`config.mk`:
```
export PLATFORM = sky130hd
export DESIGN_NAME = yarp_branch_redirect_ctrl_flat
export DESIGN_NICKNAME = d
export VERILOG_FILES = /design/src/rtl/yarp_branch_redirect_ctrl_if.sv /design/src/rtl/yarp_branch_redirect_ctrl.sv /design/src/flat_wrapper.sv
export SDC_FILE = /design/constraint.sdc
export NUM_CORES = 1
export LEC_CHECK = 0
export ABC_AREA = 1
export CORE_MARGIN = 2
export CORE_UTILIZATION = 30
export CTS_BUF_LIST = sky130_fd_sc_hd__clkbuf_4 sky130_fd_sc_hd__clkbuf_8
export DETAILED_ROUTE_END_ITERATION = 10
export REMOVE_ABC_BUFFERS = 1
export SLEW_MARGIN = 20
export SYNTH_ARGS = -nofsm -noshare
export SYNTH_HDL_FRONTEND = slang
export SYNTH_SLANG_ARGS = --single-unit
```
`constraint.sdc`:
```
create_clock -name clk -period 1.6 [get_ports clk]
set_input_delay 0.32 -clock clk [delete_from_list [all_inputs] [get_ports clk]]
set_output_delay 0.32 -clock clk [all_outputs]
set_load 0.05 [all_outputs]
```
`src/rtl/yarp_branch_redirect_ctrl_if.sv`:
```
// Branch-resolution, redirect and status signals between the YARP pipeline and
// the branch redirect controller. The controller takes the master modport.
interface yarp_branch_redirect_ctrl_if #(
  parameter int CNT_W = 16
);
  logic             br_valid_i;
  logic             br_ready_o;
  logic             br_taken_i;
  logic [31:0]      br_target_i;
  logic             stall_i;
  logic             redirect_valid_o;
  logic             redirect_ready_i;
  logic [31:0]      redirect_pc_o;
  logic             flush_o;
  logic             misalign_o;
  logic [CNT_W-1:0] resolved_cnt_o;
  logic [CNT_W-1:0] taken_cnt_o;

  modport master (
    input  br_valid_i, br_taken_i, br_target_i, stall_i, redirect_ready_i,
    output br_ready_o, redirect_valid_o, redirect_pc_o, flush_o, misalign_o,
           resolved_cnt_o, taken_cnt_o
  );

  modport slave (
    output br_valid_i, br_taken_i, br_target_i, stall_i, redirect_ready_i,
    input  br_ready_o, redirect_valid_o, redirect_pc_o, flush_o, misalign_o,
           resolved_cnt_o, taken_cnt_o
  );
endinterface

```
`src/rtl/yarp_branch_redirect_ctrl.sv`:
```
// Issues one PC redirect per taken, aligned branch, then flushes wrong-path
// instructions for FLUSH_CYCLES unstalled cycles; keeps saturating counters.
module yarp_branch_redirect_ctrl #(
  parameter int FLUSH_CYCLES = 2,
  parameter int CNT_W        = 16
) (
  input  logic                       clk,
  input  logic                       reset_n,
  yarp_branch_redirect_ctrl_if.master bus
);

  typedef enum logic [1:0] {
    IDLE     = 2'd0,
    REDIRECT = 2'd1,
    FLUSH    = 2'd2
  } state_t;

  localparam logic [CNT_W-1:0] CNT_ONE = {{(CNT_W-1){1'b0}}, 1'b1};

  state_t           state;
  state_t           state_next;
  logic [3:0]       flush_cnt;
  logic [31:0]      redirect_pc;
  logic             misalign;
  logic [CNT_W-1:0] resolved_cnt;
  logic [CNT_W-1:0] taken_cnt;

  logic ready;
  logic accept;
  logic aligned;
  logic redirect_go;
  logic handshake;

  // Ready is held low while reset is asserted even though state is already IDLE.
  assign ready       = reset_n && (state == IDLE) && !bus.stall_i;
  assign accept      = bus.br_valid_i && ready;
  assign aligned     = (bus.br_target_i[1:0] == 2'b00);
  assign redirect_go = accept && bus.br_taken_i && aligned;
  assign handshake   = (state == REDIRECT) && bus.redirect_ready_i;

  // NOTE: sequential state uses non-blocking assignments so every register
  // samples pre-edge values, independent of process ordering.
  always_ff @(posedge clk) begin
    if (!reset_n) state <= IDLE;
    else          state <= state_next;
  end

  // NOTE: default assignment first, so no path through the case infers a latch.
  always_comb begin
    state_next = state;
    case (state)
      IDLE:     if (redirect_go) state_next = REDIRECT;
      REDIRECT: if (handshake)   state_next = (FLUSH_CYCLES == 0) ? IDLE : FLUSH;
      FLUSH:    if (!bus.stall_i && flush_cnt == 4'd1) state_next = IDLE;
      default:  state_next = IDLE;
    endcase
  end

  // Flush is decoded from registered state only, never from live inputs.
  always_comb begin
    bus.br_ready_o       = ready;
    bus.redirect_valid_o = (state == REDIRECT);
    bus.flush_o          = (state == REDIRECT) || (state == FLUSH);
  end

  always_ff @(posedge clk) begin
    if (!reset_n) begin
      flush_cnt    <= 4'd0;
      redirect_pc  <= 32'd0;
      misalign     <= 1'b0;
      resolved_cnt <= '0;
      taken_cnt    <= '0;
    end else begin
      misalign <= accept && bus.br_taken_i && !aligned;
      if (redirect_go) redirect_pc <= bus.br_target_i;

      if (handshake)
        flush_cnt <= 4'(FLUSH_CYCLES);
      else if (state == FLUSH && !bus.stall_i)
        flush_cnt <= flush_cnt - 4'd1;

      if (accept && resolved_cnt != '1)
        resolved_cnt <= resolved_cnt + CNT_ONE;
      if (redirect_go && taken_cnt != '1)
        taken_cnt <= taken_cnt + CNT_ONE;
    end
  end

  assign bus.redirect_pc_o  = redirect_pc;
  assign bus.misalign_o     = misalign;
  assign bus.resolved_cnt_o = resolved_cnt;
  assign bus.taken_cnt_o    = taken_cnt;

endmodule

```
`src/flat_wrapper.sv`:
```
// flat-port wrapper written by rule: the top's interface ports become plain ports
module yarp_branch_redirect_ctrl_flat 
#(
  parameter int FLUSH_CYCLES = 2,
  parameter int CNT_W        = 16
)
  (clk, reset_n, bus_br_valid_i, bus_br_taken_i, bus_br_target_i, bus_stall_i, bus_redirect_ready_i, bus_br_ready_o, bus_redirect_valid_o, bus_redirect_pc_o, bus_flush_o, bus_misalign_o, bus_resolved_cnt_o, bus_taken_cnt_o);
  yarp_branch_redirect_ctrl_if #(.CNT_W(CNT_W)) bus_i ();
  input  logic clk;
  input  logic reset_n;
  input wire logic [$bits(bus_i.br_valid_i)-1:0] bus_br_valid_i;
  input wire logic [$bits(bus_i.br_taken_i)-1:0] bus_br_taken_i;
  input wire logic [$bits(bus_i.br_target_i)-1:0] bus_br_target_i;
  input wire logic [$bits(bus_i.stall_i)-1:0] bus_stall_i;
  input wire logic [$bits(bus_i.redirect_ready_i)-1:0] bus_redirect_ready_i;
  output wire logic [$bits(bus_i.br_ready_o)-1:0] bus_br_ready_o;
  output wire logic [$bits(bus_i.redirect_valid_o)-1:0] bus_redirect_valid_o;
  output wire logic [$bits(bus_i.redirect_pc_o)-1:0] bus_redirect_pc_o;
  output wire logic [$bits(bus_i.flush_o)-1:0] bus_flush_o;
  output wire logic [$bits(bus_i.misalign_o)-1:0] bus_misalign_o;
  output wire logic [$bits(bus_i.resolved_cnt_o)-1:0] bus_resolved_cnt_o;
  output wire logic [$bits(bus_i.taken_cnt_o)-1:0] bus_taken_cnt_o;
  assign bus_i.br_valid_i = bus_br_valid_i;
  assign bus_i.br_taken_i = bus_br_taken_i;
  assign bus_i.br_target_i = bus_br_target_i;
  assign bus_i.stall_i = bus_stall_i;
  assign bus_i.redirect_ready_i = bus_redirect_ready_i;
  assign bus_br_ready_o = bus_i.br_ready_o;
  assign bus_redirect_valid_o = bus_i.redirect_valid_o;
  assign bus_redirect_pc_o = bus_i.redirect_pc_o;
  assign bus_flush_o = bus_i.flush_o;
  assign bus_misalign_o = bus_i.misalign_o;
  assign bus_resolved_cnt_o = bus_i.resolved_cnt_o;
  assign bus_taken_cnt_o = bus_i.taken_cnt_o;
  yarp_branch_redirect_ctrl #(.FLUSH_CYCLES(FLUSH_CYCLES), .CNT_W(CNT_W)) u_core (.clk(clk), .reset_n(reset_n), .bus(bus_i));
endmodule
```
### Word-level counts from Yosys, hierarchy flattened

Index checks and enable logic that the tools add are counted.

| operators by class | value |
|---|---|
| multiplexer cells | 6 |
| reduce and logical (&&, ||, !) cells | 19 |
| add/subtract/negate cells | 3 |
| shifts and indexed selects | 0 |
| eq/ne operators | 8 |
| bitwise logic cells | 1 |
| $mul | 0 |
| magnitude comparators | 0 |
| divide/modulo/power cells | 0 |

Operators by type and width:

| cell | count |
|---|---|
| 16-bit by 1-bit adder with 16-bit output (second input constant) | 2 |
| 16-bit inequality test (second input constant) | 2 |
| 1-bit logical AND | 11 |
| 2-bit two-way mux | 5 |
| 2-bit by 1-bit inequality test with 1-bit output (second input constant) | 3 |
| 2-bit one-hot mux with 3 select lines | 1 |
| 4-bit by 1-bit equality test with 1-bit output (second input constant) | 1 |
| 2-bit logical NOT | 2 |
| 4-bit by 1-bit subtractor with 4-bit output (second input constant) | 1 |
| 3-bit AND reduction | 1 |
| 2-bit by 1-bit equality test with 1-bit output (second input constant) | 1 |
| 2-bit equality test (second input constant) | 1 |
| 1-bit logical NOT | 2 |
| 2-bit nonzero test | 1 |
| 2-bit OR reduction | 1 |
| 1-bit logical OR | 1 |
| 1-bit NOT | 1 |

| word-level totals | value |
|---|---|
| bits of input ports | 38 |
| latch bits | 0 |
| register bits | 71 |
| memories kept | 0 |
| memory bits (read-only) | 0 |
| memory bits (writable) | 0 |

### Logic depth before layout (Yosys ltp)

| logic depth | value |
|---|---|
| depth in word-level cells | 8 |
| depth in mapped cells | 10 |
| gate-level depth less buffers | 9 |

### Worst setup path after synthesis

No wires, ideal clock.

| timing | value |
|---|---|
| path type | reg-to-reg |
| from | reg u_core.taken_cnt[0], in the netlist u_core.bus.taken_cnt_o[0] |
| to | reg u_core.taken_cnt[4], in the netlist u_core.bus.taken_cnt_o[4] |
| cell stages (with the launch flop) | 10 |
| slack | -0.458 ns |
| clock period less this slack | 2.058 ns |
| library setup time | 0.117 ns |
| arrival time | 1.941 ns |
| data required time | 1.483 ns |
| cell sequence | dfxtp_1 -> ha_1 -> inv_1 -> nor2_1 -> nand2_1 -> nor2_1 -> nor2_4 -> buf_6 -> a21oi_1 -> nor2_1 |

| between the ends | value |
|---|---|
| word-level cells in the longest chain between the ends | 2 |

RTL lines:

| item | RTL line | RTL |
|---|---|---|
| from (decl) | yarp_branch_redirect_ctrl.sv:26 | `logic [CNT_W-1:0] taken_cnt;` |
| from (signal assigned) | yarp_branch_redirect_ctrl.sv:85 | `taken_cnt <= taken_cnt + CNT_ONE;` |
| parallel branches: the longest is 2 deep, another holds 16-bit by 1-bit adder with 16-bit output | n/a |  |

Several ways; the timed one is not identified.
A chain may end at the register's enable or synchronous reset.

### Worst setup path in the final report

| timing | value |
|---|---|
| from | in bus_stall_i |
| to | out bus_br_ready_o |

| between the ends | value |
|---|---|
| word-level cells in the longest chain between the ends | 2 |

RTL lines:

| item | RTL line | RTL |
|---|---|---|
| from (decl) | flat_wrapper.sv:14 | `input wire logic [$bits(bus_i.stall_i)-1:0] bus_stall_i;` |
| 1-bit logical NOT | yarp_branch_redirect_ctrl.sv:35 | `assign ready = reset_n && (state == IDLE) && !bus.stall_i;` |
| 1-bit logical AND | yarp_branch_redirect_ctrl.sv:35 |  |
| to (decl) | flat_wrapper.sv:16 | `output wire logic [$bits(bus_i.br_ready_o)-1:0] bus_br_ready_o;` |

Every way passes these cells.

==> impl_metrics.tcl <==
set metrics [dict create \
    dp_hpwl_um 7346 \
    clock_latency_ns 0.34 \
    tritoncts "built" \
    synth.yosys.seq_area_share_pct 42.34 \
    cp.arrival_ns 1.29 \
    worst_path_max_delay_cell "clkdlybuf4s50_1" \
    met3_length_um 612 \
    period_share_pct 100.3 \
    antenna_cells_inserted 0 \
    design.core.area_sq_um 10890 \
    path_max_fanout 2 \
    postSynthCellCount 502 \
    start_util_pct 30.83 \
    worstMarginPinSlew_ns 0.3248 \
    timing.final.ws_setup_ns -0.005109 \
    power_report.internal_total_uw 3101 \
    finish.net_count 711 \
    hp-class "reg -> reg" \
    timing.setup.tns_ns -0.005109 \
    mostFrequentLayoutCells "nand2_1, buf_4, dfxtp_1, a21oi_1, nor2_1" \
    die-height_um 109.8 \
    ratio_of_routed_vias_to_standard_cells 4.590 \
    cts_buffers 9 \
    stdcell_area_sq_um 5678 \
    cellLeakagePower_uw 0.002185 \
    yosys_warnings 0 \
    violations_in_the_final_reports "negative setup slack" \
    sequentialPowerShare_pct 42.3 \
    yosysTopAreaCellShare_pct 42.34 \
    critical_path.max_stage_delay_ns 0.44 \
    antenna_found_initial 0 \
    detail_route.drc_violations 0 \
    cts.path.max_buffers 2 \
    route.vias.total 3718 \
    drv.max_cap_violation_count 0 \
    power.clock.fraction_pct 34.5 \
    power_switching_share_pct 28.17 \
    setup_viol_count_final 1 \
    die_width_um 109.8 \
    cts.hold.buffers_added 0 \
    result_of_the_run "finished with violations" \
    yosys_register_bits 71 \
    worstPathRequired_ns 1.28 \
    post_synth_instance_area_sq_um 3357 \
    worst_ir_drop_vdd_mv 0.4228 \
    path_class "in -> out" \
    power-per-cell-area_nw_per_um2 760.4 \
    drive_above_1_share_pct 26.27 \
    timing.critical_path.from_type "input pin" \
    globalplace.congestion 0.8571 \
    mostFrequentLayoutCell "nand2_1" \
    area.growth.synth_to_final_pct 69.14 \
    period_minus_slack_ns 1.605 \
    synth.lib_cells_used.distinct 24 \
    design.portCount 106 \
    clkSinkCount 71 \
    maxSlewHeadroom_pct 78.34 \
    grt_pass1_wl_um 16100 \
    fp.dieArea_sq_um 12050 \
    dr_wl_met2_um 4779 \
    top_layer "met4" \
    final.setup_skew_ns 0.01786 \
    r2r_slack_ns 0.04 \
    firstDrtPassIters 6 \
    grt-ovfl-total 0 \
    rsz0062_at_grt "true" \
    drt_first_iter_violations 129 \
    worst_setup_path_end_kind "primary output" \
    drt.antenna.violating_nets 0 \
    hold_violations 0 \
    cts_root_buffer "clkbuf_8" \
    path_cells "clkdlybuf4s50_1, inv_1, nand3_4, buf_6, inv_4, buf_12" \
    synth_largest_area_cell "dfxtp_1" \
    fmax_mhz 623.0 \
    totalWireLength_um 10050 \
    met1_length_um 4562 \
    gr-usage-all-layers_pct 16.84 \
    comb_power_share_pct 23.1 \
    route.detailed.wl_per_inst_um 12.41 \
    power_switching_uw 1216 \
    design_power_total_uw 4318 \
    avgSynthCellArea_sq_um 6.687 \
    placedInstanceArea_sq_um 5271 \
    synth.area.top_cells "dfxtp_1, nand2_1, a21oi_1, nor2_1, inv_1" \
    largest_net_degree_at_the_start_of_global_routing 33 \
    htree_num_levels 3 \
    fp-row-count 38 \
    first_global_vias 3524 \
    register_clock_pin_slew_on_the_reported_worst_setup_and_hold_paths_ns 0.07 \
    place.port_buffers 105 \
    drv_slew 0 \
]
==> critical path: cells and delay by family <==
family,cells,cell delay [ns]
AND/OR/NAND/NOR,1,0.10
buffers and inverters,5,0.86
==> kinds of logic (layout without fill, tap and decap cells) <==
kind of cell / after synthesis / after routing / share of synthesized area [%]
fa+ha+maj: 8 / 8 / 2.982
buf+inv: 52 / 220 / 6.336
flops: 71 / 71 / 42.34
simple gates: 284 / 284 / 34.25
xor+xnor: 10 / 10 / 2.609
compound gates: 77 / 77 / 11.48
==> final timing paths <==
path | start | end | depth (start not counted)
worst min-delay path | u_core.bus.redirect_pc_o[0] | u_core.bus.redirect_pc_o[0] | 2
worst max-delay path | bus_stall_i | bus_br_ready_o | 6
worst max register to register | u_core.state[1] | u_core.bus.taken_cnt_o[3] | 10
worst min register to register | u_core.bus.redirect_pc_o[0] | u_core.bus.redirect_pc_o[0] | 2
==> state kept, by name, summed over array words and instances (netlist names) <==
name and flops:
u_core.bus.misalign_o 1, u_core.bus.resolved_cnt_o 16, u_core.flush_cnt 4, u_core.bus.redirect_pc_o 32, u_core.bus.taken_cnt_o 16, u_core.state 2
==> stage by stage <==
| stage | cells | utilization, % | setup WS [ns] | hold slack, ns |
|---|---|---|---|---|
| 2_1_floorplan | 486 | - | -0.4648 | 0.4405 |
| 3_3_place_gp | 789 | 48.41 | -0.2278 | 0.4451 |
| 3_5_place_dp | 789 | 48.41 | -0.3407 | 0.4539 |
| 4_1_cts | 806 | 50.80 | -0.01524 | 0.4679 |
| 5_1_grt | 810 | 52.15 | -0.07605 | 0.4928 |
| 6_report | 810 | 52.15 | -0.005109 | 0.4639 |
==> synth_stat cells <==
cell type and n:
buf_2 5, dfxtp_1 71, nand4_1 8, clkbuf_1 9
xnor2_1 7, nor2_2 1, o21ai_0 15, nand2_2 1
buf_4 1, nand3_4 1, nand3_1 14, nand2_1 195
buf_6 1, a21oi_1 61, inv_2 2, nor2_4 2
nor3b_1 1, o21ai_1 1, inv_1 34, nand3_2 1
ha_1 8, xor2_1 3, nor2_1 58, nor3_1 2
==> area by class of cell <==
type                    instances  area, sq um
inverters                      36        142.6
well taps                     140        175.2
fillers                      1047         5210
flip-flops and latches         71         1425
repair buffers                168         1917
clock buffers                  11        151.4
multi-input cells             379         1810
clock inverters                 5        56.30
==> power groups by stage <==
stage	logic, uW	clock network (uW)	registers [uW]
global placement	875	0	1860
CTS	968	1540	1820
floorplan	368	0	1920
global route	1060	1620	1830
detailed placement	893	0	1860
finish	999	1490	1830
==> metal layers <==
layer | global-route usage (%) | vias up
met5 | 0 | -
met4 | 5.154 | 0
met3 | 4.920 | 9
met2 | 27.83 | 106
met1 | 21.09 | 1686
li1 | - | 1917
==> what timing repair did <==
item / in CTS / in global routing
endpoints found under the setup margin: 19 / 44
buffers inserted: 1 / 2
resized for setup: 11 / 24
gates cloned: 0 / 2
pin swaps: 2 / 5
(Power assumes the default switching activity.)
